**config.mk**
```make
export PLATFORM = sky130hd
export DESIGN_NAME = fifo_tx_pkt
export DESIGN_NICKNAME = d
export VERILOG_FILES = /design/src/rtl/fifo_tx_pkg.sv /design/src/rtl/fifo_tx_ram.sv /design/src/rtl/fifo_tx_pkt.sv
export SDC_FILE = /design/constraint.sdc
export NUM_CORES = 1
export LEC_CHECK = 0
export CAP_MARGIN = 20
export CELL_PAD_IN_SITES_DETAIL_PLACEMENT = 1
export CELL_PAD_IN_SITES_GLOBAL_PLACEMENT = 2
export CORE_MARGIN = 1
export CORE_UTILIZATION = 42
export CTS_BUF_LIST = sky130_fd_sc_hd__clkbuf_4 sky130_fd_sc_hd__clkbuf_8
export DETAILED_ROUTE_END_ITERATION = 10
export PLACE_DENSITY = 0.82
export SYNTH_ARGS = -nofsm -noshare
export SYNTH_HDL_FRONTEND = slang
export SYNTH_SLANG_ARGS = --single-unit
```
**constraint.sdc**
```tcl
create_clock -name clock -period 3.7 [get_ports clock]
set_input_delay 0.37 -clock clock [delete_from_list [all_inputs] [get_ports clock]]
set_output_delay 0.37 -clock clock [all_outputs]
set_load 0.01 [all_outputs]
```
**src/rtl/fifo_tx_pkg.sv**
```systemverilog
// -----------------------------------------------------------------------------
// fifo_tx_pkg
// Shared definitions for the SpaceWire transmit packet FIFO.
//   EOP_CODE / EEP_CODE : N-Char end-of-packet / error-end-of-packet tokens
//   is_eop_eep()        : true when a 9-bit token is either end marker
//   clog2()             : ceiling log2 for elaboration-time sizing
// -----------------------------------------------------------------------------
package fifo_tx_pkg;

    localparam logic [8:0] EOP_CODE = 9'h100;
    localparam logic [8:0] EEP_CODE = 9'h101;

    // An end marker is a control token whose payload bits [7:1] are all zero.
    function automatic logic is_eop_eep(input logic [8:0] token);
        return (token == EOP_CODE) || (token == EEP_CODE);
    endfunction

    function automatic int clog2(input int value);
        int result;
        result = 0;
        while ((1 << result) < value) begin
            result = result + 1;
        end
        return result;
    endfunction

endpackage

```
**src/rtl/fifo_tx_ram.sv**
```systemverilog
// -----------------------------------------------------------------------------
// fifo_tx_ram
// DEPTH x DWIDTH register array, one synchronous write port and one
// combinational read port. Contents are deliberately not reset.
// Ports:
//   clock  : write clock
//   we     : write enable
//   waddr  : write address
//   wdata  : write data
//   raddr  : read address
//   rdata  : read data (combinational from raddr)
// -----------------------------------------------------------------------------
module fifo_tx_ram #(
    parameter int DWIDTH = 9,
    parameter int AWIDTH = 6
) (
    input  logic              clock,
    input  logic              we,
    input  logic [AWIDTH-1:0] waddr,
    input  logic [DWIDTH-1:0] wdata,
    input  logic [AWIDTH-1:0] raddr,
    output logic [DWIDTH-1:0] rdata
);

    localparam int DEPTH = 2 ** AWIDTH;

    logic [DWIDTH-1:0] mem_r [DEPTH];

    // Storage write port.
    always_ff @(posedge clock) begin
        if (we) begin
            mem_r[waddr] <= wdata;
        end
    end

    assign rdata = mem_r[raddr];

endmodule

```
**src/rtl/fifo_tx_pkt.sv**
```systemverilog
// -----------------------------------------------------------------------------
// fifo_tx_pkt
// Transmit FIFO for SpaceWire N-Char tokens between the host write side and
// the TX encoder read side. Holds up to 2**AWIDTH tokens, tracks how many
// complete packets (EOP/EEP markers) are buffered, and offers edge or level
// handshakes on both strobes.
// Ports:
//   clock, reset      : clock; asynchronous active-low reset
//   flush             : synchronous clear of contents (wins over wr/rd)
//   wr_en, data_in    : write strobe and token
//   rd_en             : read acknowledge from the encoder
//   data_out          : registered head token
//   write_tx          : data_out valid / request to encoder
//   f_full, f_empty   : exact occupancy flags
//   almost_full/empty : threshold flags (>= AF_LEVEL, <= AE_LEVEL)
//   counter           : occupancy 0..DEPTH
//   pkt_count         : number of end markers held
// -----------------------------------------------------------------------------
module fifo_tx_pkt
    import fifo_tx_pkg::*;
#(
    parameter int DWIDTH    = 9,
    parameter int AWIDTH    = 6,
    parameter bit EDGE_MODE = 1'b1,
    parameter int AF_LEVEL  = 2 ** AWIDTH - 4,
    parameter int AE_LEVEL  = 4
) (
    input  logic              clock,
    input  logic              reset,
    input  logic              flush,
    input  logic              wr_en,
    input  logic [DWIDTH-1:0] data_in,
    input  logic              rd_en,
    output logic [DWIDTH-1:0] data_out,
    output logic              write_tx,
    output logic              f_full,
    output logic              f_empty,
    output logic              almost_full,
    output logic              almost_empty,
    output logic [AWIDTH:0]   counter,
    output logic [AWIDTH:0]   pkt_count
);

    localparam int              DEPTH   = 2 ** AWIDTH;
    localparam logic [AWIDTH:0] DEPTH_C = (AWIDTH + 1)'(DEPTH);
    localparam logic [AWIDTH:0] AF_C    = (AWIDTH + 1)'(AF_LEVEL);
    localparam logic [AWIDTH:0] AE_C    = (AWIDTH + 1)'(AE_LEVEL);
    localparam logic [AWIDTH:0] CNT_ONE = (AWIDTH + 1)'(1);
    localparam logic [AWIDTH-1:0] PTR_ONE = AWIDTH'(1);

    // Registered state
    logic [AWIDTH-1:0] wr_ptr_r, rd_ptr_r;
    logic [AWIDTH:0]   counter_r, pkt_count_r;
    logic              wr_block_r, rd_block_r;
    logic              f_full_r, f_empty_r, almost_full_r, almost_empty_r;
    logic              write_tx_r;
    logic [DWIDTH-1:0] data_out_r;

    // Next-state and decode
    logic              wa_raw_s, ra_raw_s, wa_s, ra_s;
    logic              wr_block_next_s, rd_block_next_s;
    logic [AWIDTH-1:0] wr_ptr_next_s, rd_ptr_next_s;
    logic [AWIDTH:0]   counter_next_s, pkt_count_next_s;
    logic              f_empty_next_s, write_tx_next_s, bypass_s;
    logic              pkt_inc_s, pkt_dec_s;
    logic [DWIDTH-1:0] data_out_next_s, ram_rdata_s;
    logic [8:0]        wr_tok_s, head_tok_s;

    // Packet markers live in the low 9 bits; narrower tokens carry none.
    generate
        if (DWIDTH >= 9) begin : g_tok
            assign wr_tok_s   = data_in[8:0];
            assign head_tok_s = data_out_r[8:0];
        end else begin : g_no_tok
            assign wr_tok_s   = 9'd0;
            assign head_tok_s = 9'd0;
        end
    endgenerate

    fifo_tx_ram #(
        .DWIDTH (DWIDTH),
        .AWIDTH (AWIDTH)
    ) u_ram (
        .clock (clock),
        .we    (wa_s),
        .waddr (wr_ptr_r),
        .wdata (data_in),
        .raddr (rd_ptr_next_s),
        .rdata (ram_rdata_s)
    );

    // Handshake, pointer, occupancy and head-token next-state logic.
    always_comb begin
        wa_raw_s = wr_en & ~f_full_r   & (~EDGE_MODE | ~wr_block_r);
        ra_raw_s = rd_en & write_tx_r  & (~EDGE_MODE | ~rd_block_r);
        // Flush swallows any strobe it coincides with; the strobe still
        // counts as consumed for the block flags.
        wa_s     = wa_raw_s & ~flush;
        ra_s     = ra_raw_s & ~flush;

        if (wa_raw_s) begin
            wr_block_next_s = 1'b1;
        end else if (!wr_en) begin
            wr_block_next_s = 1'b0;
        end else begin
            wr_block_next_s = wr_block_r;
        end

        if (ra_raw_s) begin
            rd_block_next_s = 1'b1;
        end else if (!rd_en) begin
            rd_block_next_s = 1'b0;
        end else begin
            rd_block_next_s = rd_block_r;
        end

        pkt_inc_s = wa_s & is_eop_eep(wr_tok_s);
        pkt_dec_s = ra_s & is_eop_eep(head_tok_s);

        if (flush) begin
            wr_ptr_next_s    = {AWIDTH{1'b0}};
            rd_ptr_next_s    = {AWIDTH{1'b0}};
            counter_next_s   = {(AWIDTH + 1){1'b0}};
            pkt_count_next_s = {(AWIDTH + 1){1'b0}};
        end else begin
            wr_ptr_next_s = wa_s ? (wr_ptr_r + PTR_ONE) : wr_ptr_r;
            rd_ptr_next_s = ra_s ? (rd_ptr_r + PTR_ONE) : rd_ptr_r;
            case ({wa_s, ra_s})
                2'b10:   counter_next_s = counter_r + CNT_ONE;
                2'b01:   counter_next_s = counter_r - CNT_ONE;
                default: counter_next_s = counter_r;
            endcase
            case ({pkt_inc_s, pkt_dec_s})
                2'b10:   pkt_count_next_s = pkt_count_r + CNT_ONE;
                2'b01:   pkt_count_next_s = pkt_count_r - CNT_ONE;
                default: pkt_count_next_s = pkt_count_r;
            endcase
        end

        f_empty_next_s  = (counter_next_s == {(AWIDTH + 1){1'b0}});
        write_tx_next_s = ~f_empty_next_s & ~(EDGE_MODE & rd_block_next_s);

        // The token being written lands exactly where the next head is read
        // from (empty FIFO, or a single entry being read out this cycle);
        // the array still holds stale data there, so forward data_in.
        bypass_s = wa_s & (wr_ptr_r == rd_ptr_next_s);

        if (f_empty_next_s) begin
            data_out_next_s = data_out_r;
        end else if (bypass_s) begin
            data_out_next_s = data_in;
        end else begin
            data_out_next_s = ram_rdata_s;
        end
    end

    // State registers; flags are taken from the next-state counter so they
    // change in the same cycle as counter itself.
    always_ff @(posedge clock or negedge reset) begin
        if (!reset) begin
            wr_ptr_r       <= {AWIDTH{1'b0}};
            rd_ptr_r       <= {AWIDTH{1'b0}};
            counter_r      <= {(AWIDTH + 1){1'b0}};
            pkt_count_r    <= {(AWIDTH + 1){1'b0}};
            wr_block_r     <= 1'b0;
            rd_block_r     <= 1'b0;
            f_full_r       <= 1'b0;
            f_empty_r      <= 1'b1;
            almost_full_r  <= 1'b0;
            almost_empty_r <= 1'b1;
            write_tx_r     <= 1'b0;
            data_out_r     <= {DWIDTH{1'b0}};
        end else begin
            wr_ptr_r       <= wr_ptr_next_s;
            rd_ptr_r       <= rd_ptr_next_s;
            counter_r      <= counter_next_s;
            pkt_count_r    <= pkt_count_next_s;
            wr_block_r     <= wr_block_next_s;
            rd_block_r     <= rd_block_next_s;
            f_full_r       <= (counter_next_s == DEPTH_C);
            f_empty_r      <= f_empty_next_s;
            almost_full_r  <= (counter_next_s >= AF_C);
            almost_empty_r <= (counter_next_s <= AE_C);
            write_tx_r     <= write_tx_next_s;
            data_out_r     <= data_out_next_s;
        end
    end

    assign data_out     = data_out_r;
    assign write_tx     = write_tx_r;
    assign f_full       = f_full_r;
    assign f_empty      = f_empty_r;
    assign almost_full  = almost_full_r;
    assign almost_empty = almost_empty_r;
    assign counter      = counter_r;
    assign pkt_count    = pkt_count_r;

endmodule

```
# [After elaboration in Yosys (flattened, before gate mapping)]
# Memories as Yosys holds them, arrays and structs flattened. A register that Yosys moved wholly into a read port is not among the register bits.
# Index checks and enable logic that the tools add are counted.
[classes] addsub=6 order_cmp=2 n_eq_ne=10 mux=14 bitwise_logic=15 reduce_logical=7
[op_table] op="$eq 9x9->1 const B" count=4
[op_table] op="$pmux 7 s2" count=2
[op_table] op="$mux 6" count=4
[op_table] op="$add 7x1->7 const B" count=2
[op_table] op="$mux 7" count=2
[op_table] op="$sub 7x1->7 const B" count=2
[op_table] op="$add 6x1->6 const B" count=2
[op_table] op="$and 1x1->1" count=9
[op_table] op="$eq 7x7->1 const B" count=1
[op_table] op="$ge 7x6->1 const B" count=1
[op_table] op="$le 7x3->1 const B" count=1
[op_table] op="$logic_not 7->1" count=1
[op_table] op="$mux 1" count=6
[op_table] op="$not 1->1" count=6
[op_table] op="$eq 2x1->1 const B" count=2
[op_table] op="$eq 2x2->1 const B" count=2
[op_table] op="$reduce_bool 3->1" count=1
[op_table] op="$logic_not 1->1" count=2
[op_table] op="$logic_or 1x1->1" count=2
[op_table] op="$ne 2x1->1 const B" count=1
[op_table] op="$reduce_bool 2->1" count=1
[totals] register_bits=33 ramBits=576 in_bits=14 out_inout_bits=28 mem_count=1
[mem_list] name="u_ram.mem_r" words=64 width=9 read_ports=1 rd_ports_with_merged_regs=1 write_ports=1 line_no="fifo_tx_ram.sv:27" source="logic [DWIDTH-1:0] mem_r [DEPTH];"

# [Logic depth before layout (Yosys ltp)]
[depth] depth_word=10 mapped_depth=20

# [By module]
# Synthesis repeated with hierarchy kept, for this count alone.
[unflattened] hier_cells=1269 hier_area_um2=25056.5
[by_module_without_submodules] mod="fifo_tx_ram" instances=1 cells_each=1011 area_each_um2=22414.0
[by_module_without_submodules] mod="fifo_tx_pkt" instances=1 cells_each=258 area_each_um2=2642.5

# [Worst setup path before layout]
# Ideal clock, no wire load.
[synth_timing] kind="input port to flip-flop" from="in flush" to="reg data_out_r[8], in the netlist data_out[8] (read register of u_ram.mem_r)" setup_time_ps=121 arrival_time_ps=3855 t_required_ps=3579 path_slack_ps=-276 cell_stages=18 n_path_buf=6 cell_sequence="buf_2 -> buf_2 -> buf_1 -> buf_1 -> nor2_1 -> ha_1 -> clkbuf_1 -> xor2_1 -> ha_1 -> a211o_1 -> and4b_1 -> o21a_1 -> nor3_1 -> nor3_1 -> nand3b_1 -> inv_1 -> buf_2 -> a22o_1"
[synth_via] elab_chain_len=7
[synth_lines] item="start: declaration" line_no="fifo_tx_pkt.sv:30" source="input logic flush,"
[synth_lines] item="$not 1->1" line_no="fifo_tx_pkt.sv:98, fifo_tx_pkt.sv:99"
[synth_lines] item="$and 1x1->1, on equally long branches" line_no="fifo_tx_pkt.sv:99, fifo_tx_pkt.sv:98"
[synth_lines] item="$eq 2x1->1 or $eq 2x2->1 (tied branches)" line_no="fifo_tx_pkt.sv:128" source="case ({wa_s, ra_s})"
[synth_lines] item="$pmux 7 s2" line_no="fifo_tx_pkt.sv:128"
[synth_lines] item="$mux 7 *" line_no="fifo_tx_pkt.sv:120" source="if (flush) begin"
[synth_lines] item="net counter_next_s[4]" line_no="fifo_tx_pkt.sv:63" source="logic [AWIDTH:0] counter_next_s, pkt_count_next_s;"
[synth_lines] item="$logic_not 7->1 *" line_no="fifo_tx_pkt.sv:140" source="f_empty_next_s = (counter_next_s == {(AWIDTH + 1){1'b0}});"
[synth_lines] item="net f_empty_next_s" line_no="fifo_tx_pkt.sv:64" source="logic f_empty_next_s, write_tx_next_s, bypass_s;"
[synth_lines] item="$logic_not 1->1 (no source line) *"
[synth_lines] item="end: declaration" line_no="fifo_tx_pkt.sv:57" source="logic [DWIDTH-1:0] data_out_r;"
# Mark *: on every way through the listed nets, which the timed path passes. The rest lies on a longest branch.
# A chain may end at the register's enable or synchronous reset.

# [Final worst setup path]
[layout_timing] from="reg rd_ptr_r[1]" to="reg data_out_r[0], in the netlist data_out[0] (read register of u_ram.mem_r)"
[layout_via] elab_chain_len=3
[layout_lines] item="start: declaration" line_no="fifo_tx_pkt.sv:52" source="logic [AWIDTH-1:0] wr_ptr_r, rd_ptr_r;"
[layout_lines] item="start signal: assignment" line_no="fifo_tx_pkt.sv:162" source="rd_ptr_r <= {AWIDTH{1'b0}};"
[layout_lines] item="start signal: assignment" line_no="fifo_tx_pkt.sv:175" source="rd_ptr_r <= rd_ptr_next_s;"
[layout_lines] item="$add 6x1->6" line_no="fifo_tx_pkt.sv:127" source="rd_ptr_next_s = ra_s ? (rd_ptr_r + PTR_ONE) : rd_ptr_r;"
[layout_lines] item="$mux 6 *" line_no="fifo_tx_pkt.sv:127"
[layout_lines] item="$mux 6 *" line_no="fifo_tx_pkt.sv:120"
# Mark *: on every way between the ends. The rest lies on a longest branch, timed or not.

==> flow_metrics.env <==
export IMPL_tns_ns=0
export IMPL_drt_wl_total_um=85400
export IMPL_vias_per_cell=5.91
export IMPL_cts_max_path_buffers=3
export IMPL_crit_type="flip-flop to flip-flop"
export IMPL_synth_fa_ha_area_share_pct=0.564
export IMPL_hold_class="input pin to flip-flop"
export IMPL_wire_per_inst_um=27.7
export IMPL_critical_path_max_fanout=11
export IMPL_ys_types=85
export IMPL_fillers=6087
export IMPL_gr_usage_met2_pct=43.9
export IMPL_ctsHtreeMaxLevel=3
export IMPL_synth_mux_area_share_pct=3.65
export IMPL_synth_cells=1938
export IMPL_io_buffers=41
export IMPL_area_growth_pct=19.5
export IMPL_num_io_pins=42
export IMPL_initial_utilization_pct=42.6
export IMPL_fin_crit_sh_pct=95.0
export IMPL_hpwl_um=56300
export IMPL_grt_pass1_wl_um=126000
export IMPL_cp_end_kind="flip-flop"
export IMPL_path_clk_slew_ns=0.07
export IMPL_ant_nets=0
export IMPL_synthArstFlopShare_pct=6.80
export IMPL_syn_area_mm2=0.0258
export IMPL_max_cap_violations=0
export IMPL_antenna_cells=0
export IMPL_yosys_top_cells_area="edfxtp_1, nand2_1, dfrtp_1"
export IMPL_cp_start_kind="flip-flop"
export IMPL_synth_xor_area_share_pct=0.811
export IMPL_grt_max_degree=66
export IMPL_synthSimpleGateAreaFrac_pct=13.6
export IMPL_yosys_area_top_type_share_pct=67.2
export IMPL_synth_compound_area_share_pct=7.81
export IMPL_max_freq_mhz=284
export IMPL_required_ns=4.30
export IMPL_grt_most_used_layer="met2"
export IMPL_synth_top_area_cell="edfxtp_1"
export IMPL_grt_total_usage_pct=27.5
export IMPL_period_needed_ns=3.52
export IMPL_die_h_um=250
export IMPL_peakVddDrop_v=0.000246
export IMPL_gr_usage_met3_pct=5.67
export IMPL_fp_dieW_um=250
export IMPL_final_cells=3084
export IMPL_gr_usage_met1_pct=36.0
export IMPL_arrival_ns=4.11
export IMPL_num_vias=18232
export IMPL_placed_cells=2897
export IMPL_hold_viol_final=0
export IMPL_final_seq_area_mm2=0.0184
export IMPL_slew_violations=0
export IMPL_worst_pin_slew_ns=1.09
export IMPL_clock_sinks=618
export IMPL_nets=2246
export IMPL_cts_root_buffer="clkbuf_8"
export IMPL_antenna_found_initial=2
export IMPL_grt_overflow_total=0
export IMPL_cellLeakagePower_uw=0.0109
export IMPL_clk_latency_ns=0.70
export IMPL_ys_warn_count=0
export IMPL_setup_violations=0
export IMPL_rows=90
export IMPL_dr_pass1_iters=5
export IMPL_synth_edf_count=576
export IMPL_drt_iter0_markers=1635
export IMPL_multi_input_area_mm2=0.00688
export IMPL_globalplace_congestion=0.919
export IMPL_rsz0062_at_grt="false"
export IMPL_numCtsBuffers=102
export IMPL_status="finished clean"
export IMPL_seq_area_frac_synth_pct=71.3
export IMPL_synth_most_common_cell="edfxtp_1"
export IMPL_clock_skew_ns=0.0318
export IMPL_die_area_mm2=0.0623
export IMPL_ys_ff_latch=618
export IMPL_cellPowerDensity_mw_per_mm2=480
export IMPL_slew_headroom_pct=27.6
export IMPL_grt_pass1_vias=19022
export IMPL_synth_flop_cell="edfxtp_1"
export IMPL_synth_top_family_by_area="simple AND/OR/NAND/NOR gates"
export IMPL_core_area_mm2=0.0605
export IMPL_synth_nets=1963
export IMPL_netlist_top_cells_count="edfxtp_1, nand2_1, nor2_1"
export IMPL_drc=0
export IMPL_drive_gt1_share_pct=20.7
export IMPL_avgSynthCellArea_um2=13.3
export IMPL_cts_tree="done"
-- layout make-up --
type	count	area share, %
inverters	11	0.150
multi-input cells	1193	22.3
flip-flops and latches	618	59.6
well taps	782	3.18
clock buffers	141	5.59
repair buffers	295	8.30
clock inverters	44	0.805
-- critical path, stage by stage (launching register included) --
cell and delay (ns):
dfrtp_1 0.36, ha_1 0.31, and4b_4 0.33, mux2i_4 0.30
inv_2 0.16, o21ai_1 0.21, buf_12 0.21, nor2_1 0.11
buf_4 0.18, nand3_1 0.07, nand3_1 0.10, nor2_1 0.49
a2111oi_2 0.13, buf_4 0.17, a211oi_1 0.27
-- power breakdown --
group          internal [µW]  total (µW)  switching, µW  leakage (µW)
Sequential              7710        7790           85.2       0.00573
Combinational            431        1120            692       0.00410
Clock                   3080        5860           2780       0.00104
-- cell families after synthesis --
group           after synthesis
fa+ha+maj                    11
simple gates                774
mux                          83
flops                       618
xor+xnor                     23
buf+inv                     127
compound gates              302
-- metrics by stage --
stage	total power, µW	hold slack [ns]	setup slack (ns)	instance area (µm²)	utilization (%)
global placement	9000	0.517	-0.159	28800	47.6
floorplan	8390	0.0744	0.0150	25800	-
detailed placement	9040	0.523	-0.497	28800	47.6
finish	14800	0.174	0.185	30800	50.9
global route	15200	0.156	0.00329	30800	50.9
CTS	14900	0.105	0.0485	30800	50.9
-- cell usage in the layout, fill, tap and decap left out, types with 8 or more instances in the layout --
cell	n
a211oi_1	12
o22ai_1	14
xnor2_1	14
o31ai_1	12
mux2i_1	68
and3_1	20
edfxtp_1	576
dfrtp_1	39
a311oi_1	16
a31oi_1	23
buf_12	23
buf_2	11
a21oi_1	106
nand2_1	390
clkinv_1	24
clkdlybuf4s50_1	30
nor4_1	12
clkbuf_8	106
buf_4	229
nand4_1	36
clkbuf_4	35
nand3_1	112
clkinv_2	12
o21ai_0	26
nor2b_1	14
nor3_1	19
a22oi_1	11
ha_1	10
xor2_1	8
a221oi_1	8
nor2_1	124
-- sequential cells by signal, summed over array words and instances (netlist names) --
| signal | cells |
|---|---|
| almost_empty | 1 |
| f_full | 1 |
| counter | 7 |
| write_tx | 1 |
| wr_block_r | 1 |
| almost_full | 1 |
| f_empty | 1 |
| pkt_count | 7 |
| data_out | 9 |
| u_ram.mem_r | 576 |
| rd_block_r | 1 |
| rd_ptr_r | 6 |
| wr_ptr_r | 6 |
-- repair_timing --
action | in CTS | in global routing
buffers inserted | 0 | 0
hold endpoints to repair | 41 | 0
hold buffers | 2 | 0
resized for setup | 2 | 6
setup endpoints to repair | 3 | 9
-- final timing paths --
path | start | end | slack (ns) | cells past startpoint
min | flush | rd_ptr_r[5]$_DFF_PN0_ | 0.17 | 3
max | rd_ptr_r[1]$_DFF_PN0_ | data_out[0]$_DFFE_PN0P_ | 0.18 | 14
min reg2reg | data_out[4]$_DFFE_PN0P_ | data_out[4]$_DFFE_PN0P_ | 0.52 | 2
min in group asynchronous | reset | data_out[4]$_DFFE_PN0P_ | 0.39 | 2
max reg2reg | rd_ptr_r[1]$_DFF_PN0_ | data_out[0]$_DFFE_PN0P_ | 0.18 | 14
max in group asynchronous | reset | write_tx$_DFF_PN0_ | 2.63 | 2
-- layer usage --
metal	part of all wire [%]	routed length [µm]
met1	41	35000
met2	47	40200
met3	7.5	6390
met4	4.3	3710
met5	0.030	26
No activity file was read; power rests on OpenSTA's default activity.
